**config.mk**
```make
export PLATFORM = sky130hd
export DESIGN_NAME = cve2_obi_arbiter
export DESIGN_NICKNAME = d
export VERILOG_FILES = /design/src/rtl/cve2_obi_arbiter.sv
export SDC_FILE = /design/constraint.sdc
export NUM_CORES = 1
export LEC_CHECK = 0
export CAP_MARGIN = 10
export CORE_AREA = 10 10 102 104
export DETAILED_ROUTE_END_ITERATION = 8
export DIE_AREA = 0 0 112 114
export GPL_TIMING_DRIVEN = 0
export HOLD_SLACK_MARGIN = 0.02
export PLACE_DENSITY = 0.83
export SLEW_MARGIN = 20
export SYNTH_ARGS = -nofsm -noshare
export SYNTH_HDL_FRONTEND = slang
export SYNTH_SLANG_ARGS = --single-unit
```
**constraint.sdc**
```tcl
create_clock -name clk_i -period 3.43 [get_ports clk_i]
set_input_delay 0.686 -clock clk_i [delete_from_list [all_inputs] [get_ports clk_i]]
set_output_delay 0.686 -clock clk_i [all_outputs]
set_load 0.05 [all_outputs]
```
**src/rtl/cve2_obi_arbiter.sv**
```systemverilog
// -----------------------------------------------------------------------------
// cve2_obi_arbiter
//
// Two-to-one OBI arbiter that merges the core's instruction and data ports
// onto one shared memory port. Requests are forwarded combinationally. An
// ungranted address phase is locked to its master until it is granted. A
// small route FIFO remembers which side issued each accepted transaction, so
// the in-order responses can be steered back to the right side.
//
// Parameters
//   MaxOutstanding : accepted-but-unanswered transactions allowed (1..8)
//   ArbMode        : 0 = fixed priority (data over instr), 1 = round-robin
//
// Ports
//   clk_i, rst_ni        clock, asynchronous active-low reset
//   instr_*              instruction-side OBI slave port (read only)
//   data_*               data-side OBI slave port
//   mem_*                shared OBI master port towards memory / bus
//   outstanding_o        current number of in-flight transactions
//   idle_o               no transaction in flight and no request pending
// -----------------------------------------------------------------------------
module cve2_obi_arbiter #(
  parameter int unsigned MaxOutstanding = 2,
  parameter int unsigned ArbMode        = 0
) (
  input  logic        clk_i,
  input  logic        rst_ni,

  input  logic        instr_req_i,
  output logic        instr_gnt_o,
  input  logic [31:0] instr_addr_i,
  output logic        instr_rvalid_o,
  output logic [31:0] instr_rdata_o,
  output logic        instr_err_o,

  input  logic        data_req_i,
  output logic        data_gnt_o,
  input  logic        data_we_i,
  input  logic [3:0]  data_be_i,
  input  logic [31:0] data_addr_i,
  input  logic [31:0] data_wdata_i,
  output logic        data_rvalid_o,
  output logic [31:0] data_rdata_o,
  output logic        data_err_o,

  output logic        mem_req_o,
  input  logic        mem_gnt_i,
  output logic        mem_we_o,
  output logic [3:0]  mem_be_o,
  output logic [31:0] mem_addr_o,
  output logic [31:0] mem_wdata_o,
  input  logic        mem_rvalid_i,
  input  logic [31:0] mem_rdata_i,
  input  logic        mem_err_i,

  output logic [3:0]  outstanding_o,
  output logic        idle_o
);

  // Pointer width is at least one bit; storage is rounded up to a power of
  // two so any pointer value indexes a real entry. Only the first
  // MaxOutstanding entries are ever used because the pointers wrap early.
  localparam int unsigned PtrW    = (MaxOutstanding > 1) ? $clog2(MaxOutstanding) : 1;
  localparam int unsigned Entries = 1 << PtrW;
  localparam logic [PtrW-1:0] LastIdx = PtrW'(MaxOutstanding - 1);
  localparam logic [3:0]      MaxCnt  = 4'(MaxOutstanding);

  typedef enum logic [1:0] {
    ARB    = 2'd0,
    HOLD_I = 2'd1,
    HOLD_D = 2'd2
  } state_e;

  state_e            state_q, state_d;
  logic              last_d_q;
  logic              sel_data;
  logic              sel_req;
  logic              push, pop;
  logic              head_data;
  logic [3:0]        count_q;
  logic [PtrW-1:0]   wr_ptr_q, rd_ptr_q;
  logic [Entries-1:0] route_q;

  // ---------------------------------------------------------------------------
  // Side selection
  // ---------------------------------------------------------------------------
  // NOTE: every signal driven here gets a default first, so no path through
  // the case statement can leave it unassigned and infer a latch.
  always_comb begin
    sel_data = 1'b0;
    unique case (state_q)
      HOLD_I: sel_data = 1'b0;
      HOLD_D: sel_data = 1'b1;
      default: begin
        if (ArbMode == 0) begin
          sel_data = data_req_i;
        end else if (data_req_i && instr_req_i) begin
          // Tie: whoever was not served last goes first.
          sel_data = ~last_d_q;
        end else begin
          sel_data = data_req_i;
        end
      end
    endcase
  end

  assign sel_req = sel_data ? data_req_i : instr_req_i;

  // The full check uses the registered count only, so a response arriving
  // in the same cycle cannot combinationally re-open the request path.
  assign mem_req_o = rst_ni & sel_req & (count_q < MaxCnt);

  assign push = mem_req_o & mem_gnt_i;
  // A response with nothing in flight is spurious and simply dropped.
  assign pop  = rst_ni & mem_rvalid_i & (count_q != 4'd0);

  // ---------------------------------------------------------------------------
  // Address-phase lock state machine
  // ---------------------------------------------------------------------------
  always_comb begin
    state_d = state_q;
    unique case (state_q)
      ARB: begin
        if (mem_req_o && !mem_gnt_i) begin
          state_d = sel_data ? HOLD_D : HOLD_I;
        end
      end
      HOLD_I, HOLD_D: begin
        // Release on grant; also release if the locked master withdraws its
        // request so the arbiter can never wedge on an idle side.
        if (!mem_req_o || mem_gnt_i) begin
          state_d = ARB;
        end
      end
      default: state_d = ARB;
    endcase
  end

  // NOTE: sequential state uses non-blocking assignments so every register
  // samples the pre-edge values regardless of block ordering.
  always_ff @(posedge clk_i or negedge rst_ni) begin
    if (!rst_ni) begin
      state_q  <= ARB;
      last_d_q <= 1'b0;
    end else begin
      state_q <= state_d;
      if (push) begin
        last_d_q <= sel_data;
      end
    end
  end

  // ---------------------------------------------------------------------------
  // Route FIFO: one bit per in-flight transaction, 1 = data side
  // ---------------------------------------------------------------------------
  function automatic logic [PtrW-1:0] ptr_inc(input logic [PtrW-1:0] p);
    return (p == LastIdx) ? '0 : p + 1'b1;
  endfunction

  always_ff @(posedge clk_i or negedge rst_ni) begin
    if (!rst_ni) begin
      wr_ptr_q <= '0;
      rd_ptr_q <= '0;
      count_q  <= 4'd0;
    end else begin
      if (push) begin
        wr_ptr_q <= ptr_inc(wr_ptr_q);
      end
      if (pop) begin
        rd_ptr_q <= ptr_inc(rd_ptr_q);
      end
      unique case ({push, pop})
        2'b10:   count_q <= count_q + 4'd1;
        2'b01:   count_q <= count_q - 4'd1;
        default: count_q <= count_q;
      endcase
    end
  end

  // NOTE: the route storage itself is not reset; an entry is only read while
  // the occupancy count says it holds a live value, and the count is reset.
  always_ff @(posedge clk_i) begin
    if (push) begin
      route_q[wr_ptr_q] <= sel_data;
    end
  end

  assign head_data = route_q[rd_ptr_q];

  // ---------------------------------------------------------------------------
  // Grants, payload mux and response routing
  // ---------------------------------------------------------------------------
  assign instr_gnt_o = push & ~sel_data;
  assign data_gnt_o  = push &  sel_data;

  assign mem_addr_o  = sel_data ? data_addr_i  : instr_addr_i;
  assign mem_we_o    = sel_data ? data_we_i    : 1'b0;
  assign mem_be_o    = sel_data ? data_be_i    : 4'hF;
  assign mem_wdata_o = sel_data ? data_wdata_i : 32'h0;

  assign instr_rvalid_o = pop & ~head_data;
  assign data_rvalid_o  = pop &  head_data;

  assign instr_rdata_o = mem_rdata_i;
  assign data_rdata_o  = mem_rdata_i;
  assign instr_err_o   = mem_err_i;
  assign data_err_o    = mem_err_i;

  assign outstanding_o = count_q;
  assign idle_o        = (count_q == 4'd0) & ~instr_req_i & ~data_req_i;

  // ---------------------------------------------------------------------------
  // Protocol checks
  // ---------------------------------------------------------------------------
  count_bound_a : assert property (@(posedge clk_i) disable iff (!rst_ni)
    count_q <= MaxCnt)
    else $error("outstanding count exceeds MaxOutstanding");

  spurious_rvalid_a : assert property (@(posedge clk_i) disable iff (!rst_ni)
    !(mem_rvalid_i && (count_q == 4'd0)))
    else $warning("response with no transaction in flight was dropped");

endmodule
```
==> results.json <==
{
  "outcome": "finished, final reports clean",
  "synth_fp_nets": 346,
  "postLayoutCellArea_sq_um": 4540,
  "drc": 0,
  "swShare": 0.568,
  "power.density_nw_per_um2": 476,
  "multiInputGateArea_sq_um": 956,
  "r2r-start": "state_q[0]",
  "ctsHoldBuffers": 0,
  "synth_common_cells": "buf_4 (66), nor2b_1 (33), mux2_2 (32)",
  "drt_first_iter_violations": 17,
  "fin_nets": 605,
  "grt_pass1_vias": 2548,
  "clock_latency_ns": 0.24,
  "synth.distinct_cells": 36,
  "dpl_cell_area_sq_um": 4400,
  "cts_num_sinks": 10,
  "drive_above_1_share": 0.335,
  "cts_buffers": 3,
  "yosys.area.top_type": "buf_4",
  "skew_ns": 0.000325,
  "wl_mm": 11.1,
  "synth_area_leaders": "buf_4 (28%), mux2_2 (21%), nor2b_1 (12%)",
  "worst_pin_slew_ns": 0.556,
  "boundaryPins": 285,
  "clk_pin_slew_ns": 0.05,
  "gp_congestion": 0.844,
  "p_leak_nw": 2.12,
  "p_int_mw": 0.933,
  "die_area_sq_um": 12800,
  "initial_core_util": 0.208,
  "io_buffers": 251,
  "num-fill-cells": 791,
  "start_kind": "flop",
  "fp.dieW_um": 112,
  "worst_ep_arrival_time_ns": 2.58,
  "setup_viol": 0,
  "grt_max_degree": 12,
  "reg2reg_to": "outstanding_o[2]",
  "ys_seq_area_frac": 0.148,
  "synth.most_common_cell": "buf_4",
  "hold_ws_ns": 0.310,
  "reg2reg_setup_slack_ns": 0.68,
  "core_sq_um": 8470,
  "async_reset_ff_frac": 0.800,
  "critPathMaxFanout": 6,
  "report.final.slew_viol_count": 0,
  "yosys_warnings": 0,
  "rsz0062_at_grt": "false",
  "hold_viol_final": 0,
  "synthFlopType": "dfrtp_1",
  "cap_violations": 0,
  "r2r_cells": 11,
  "area_delta_synth_final_pct": 158,
  "slew_headroom": 0.629,
  "synthCells": 202,
  "setup_slack_ns": 0.164,
  "end_kind": "output pin",
  "max-vdd-ir-drop_mv": 0.193,
  "syn_avg_cell_area_sq_um": 8.70,
  "antenna_left": 0,
  "vias": 2297,
  "grtUsageTotal": 0.156,
  "insertedDiodeCount": 0,
  "overflow": 0,
  "dp.final_hpwl_mm": 10.1,
  "cts_root_buffer": "clkbuf_8",
  "min_path_type": "primary input to asynchronous set/reset pin",
  "fin_crit_ns": 3.27,
  "p_clk_frac": 0.058,
  "netlist_area_sq_um": 1760,
  "grt_pass1_wl_mm": 15.9,
  "p_comb_frac": 0.840,
  "die_h_um": 114,
  "fp-row-count": 34,
  "wl_per_cell_um": 19.5,
  "finalPower_mw": 2.16,
  "cts_tree": "built",
  "period_share": 0.952,
  "yosysTopAreaCellShare": 0.282,
  "htreeDepth": 1,
  "p_switching_mw": 1.23,
  "dp_slack_ns": -0.896,
  "fmax_mhz": 306,
  "synth_edf_count": 2,
  "synth_seq_cells": 10,
  "regArea_sq_um": 260,
  "crit_type": "flop to output pin",
  "via_per_inst": 4.04,
  "antenna_found_initial": 0,
  "firstDrtPassIters": 4,
  "pwr-share-seq": 0.102,
  "worstPathRequired_ns": 2.74,
  "ctsLongestPathBuffers": 2
}
[registers in the layout, indices dropped and copies added (netlist names)]
register / count
state_q: 2
outstanding_o: 4
route_q: 2
rd_ptr_q: 1
wr_ptr_q: 1
[stage by stage]
stage / util / instances / setup TNS (ns)
6_report: 0.536 / 568 / 0
5_1_grt: 0.536 / 568 / 0
4_1_cts: 0.531 / 568 / -0.0530
3_5_place_dp: 0.520 / 561 / -47.38
3_3_place_gp: 0.520 / 561 / -48.10
2_1_floorplan: - / 202 / 0
[power by group through the flow]
stage | clock network (mW) | logic (mW) | registers [mW]
2_1_floorplan | 0 | 1.13 | 0.296
3_3_place_gp | 0 | 1.83 | 0.217
3_5_place_dp | 0 | 1.85 | 0.220
4_1_cts | 0.126 | 1.84 | 0.219
5_1_grt | 0.132 | 1.91 | 0.227
6_report | 0.125 | 1.82 | 0.221
[worst max-delay path: stages, from the launching register on]
cell             delay (ns)
dfrtp_1                0.37
inv_1                  0.05
ha_1                   0.38
mux2i_4                0.35
buf_4                  0.16
mux2_2                 0.31
clkdlybuf4s50_1        0.72
[layer usage]
layer / wire, um / track usage
met5: 0 / 0
met4: 210 / 0.0364
met3: 1330 / 0.0887
met2: 6200 / 0.303
met1: 3350 / 0.136
[how the worst max path moves through the flow]
stage / start / to / slack, ns / depth (start not counted)
3_5_place_dp: data_req_i / mem_addr_o[27] / -0.90 / 5
4_1_cts: data_req_i / mem_addr_o[27] / -0.05 / 6
5_1_grt: state_q[1] / mem_wdata_o[10] / 0.05 / 6
6_report: state_q[1] / mem_addr_o[31] / 0.16 / 6
2_1_floorplan: outstanding_o[1] / idle_o / 0.40 / 3
3_3_place_gp: data_req_i / mem_addr_o[27] / -0.90 / 5
[area by class of cell]
type / count / share of cell area
repair buffers: 254 / 0.568
flip-flops and latches: 10 / 0.0573
inverters: 7 / 0.00579
plain buffers: 74 / 0.119
multi-input cells: 111 / 0.211
clock inverters: 1 / 0.000827
well taps: 108 / 0.0298
clock buffers: 3 / 0.00910
[timing repair]
| action | in CTS | in global routing |
|---|---|---|
| gates resized for setup | 118 | 25 |
| buffers inserted | 3 | 0 |
| setup endpoints to repair | 73 | 55 |
| pin swaps | 0 | 0 |
[layout by cell type, fill, tap and decap left out, drive strengths merged, types with 2 or more instances in the layout]
master and count:
clkdlybuf4s15 31, xor2 4, clkdlybuf4s50 184, nor2 6, ha 4, buf 71, nor2b 33, edfxtp 2
clkbuf 11, mux2 34, a22o 2, inv 7, xnor2 3, dfrtp 8, or2 5, mux2i 2
dlygate4sd2 19, dlymetal6s2s 15
[logic make-up after synthesis]
| kind of cell | Yosys count | share of synthesized area |
|---|---|---|
| flip-flops | 10 | 0.148 |
| adder cells (fa/ha/maj) | 4 | 0.0285 |
| AND/OR/NAND/NOR | 55 | 0.200 |
| XOR/XNOR | 7 | 0.0349 |
| buffers and inverters | 81 | 0.318 |
| AO/OA/AOI/OAI | 9 | 0.0406 |
| multiplexers | 36 | 0.229 |
(Power assumes the default switching activity.)
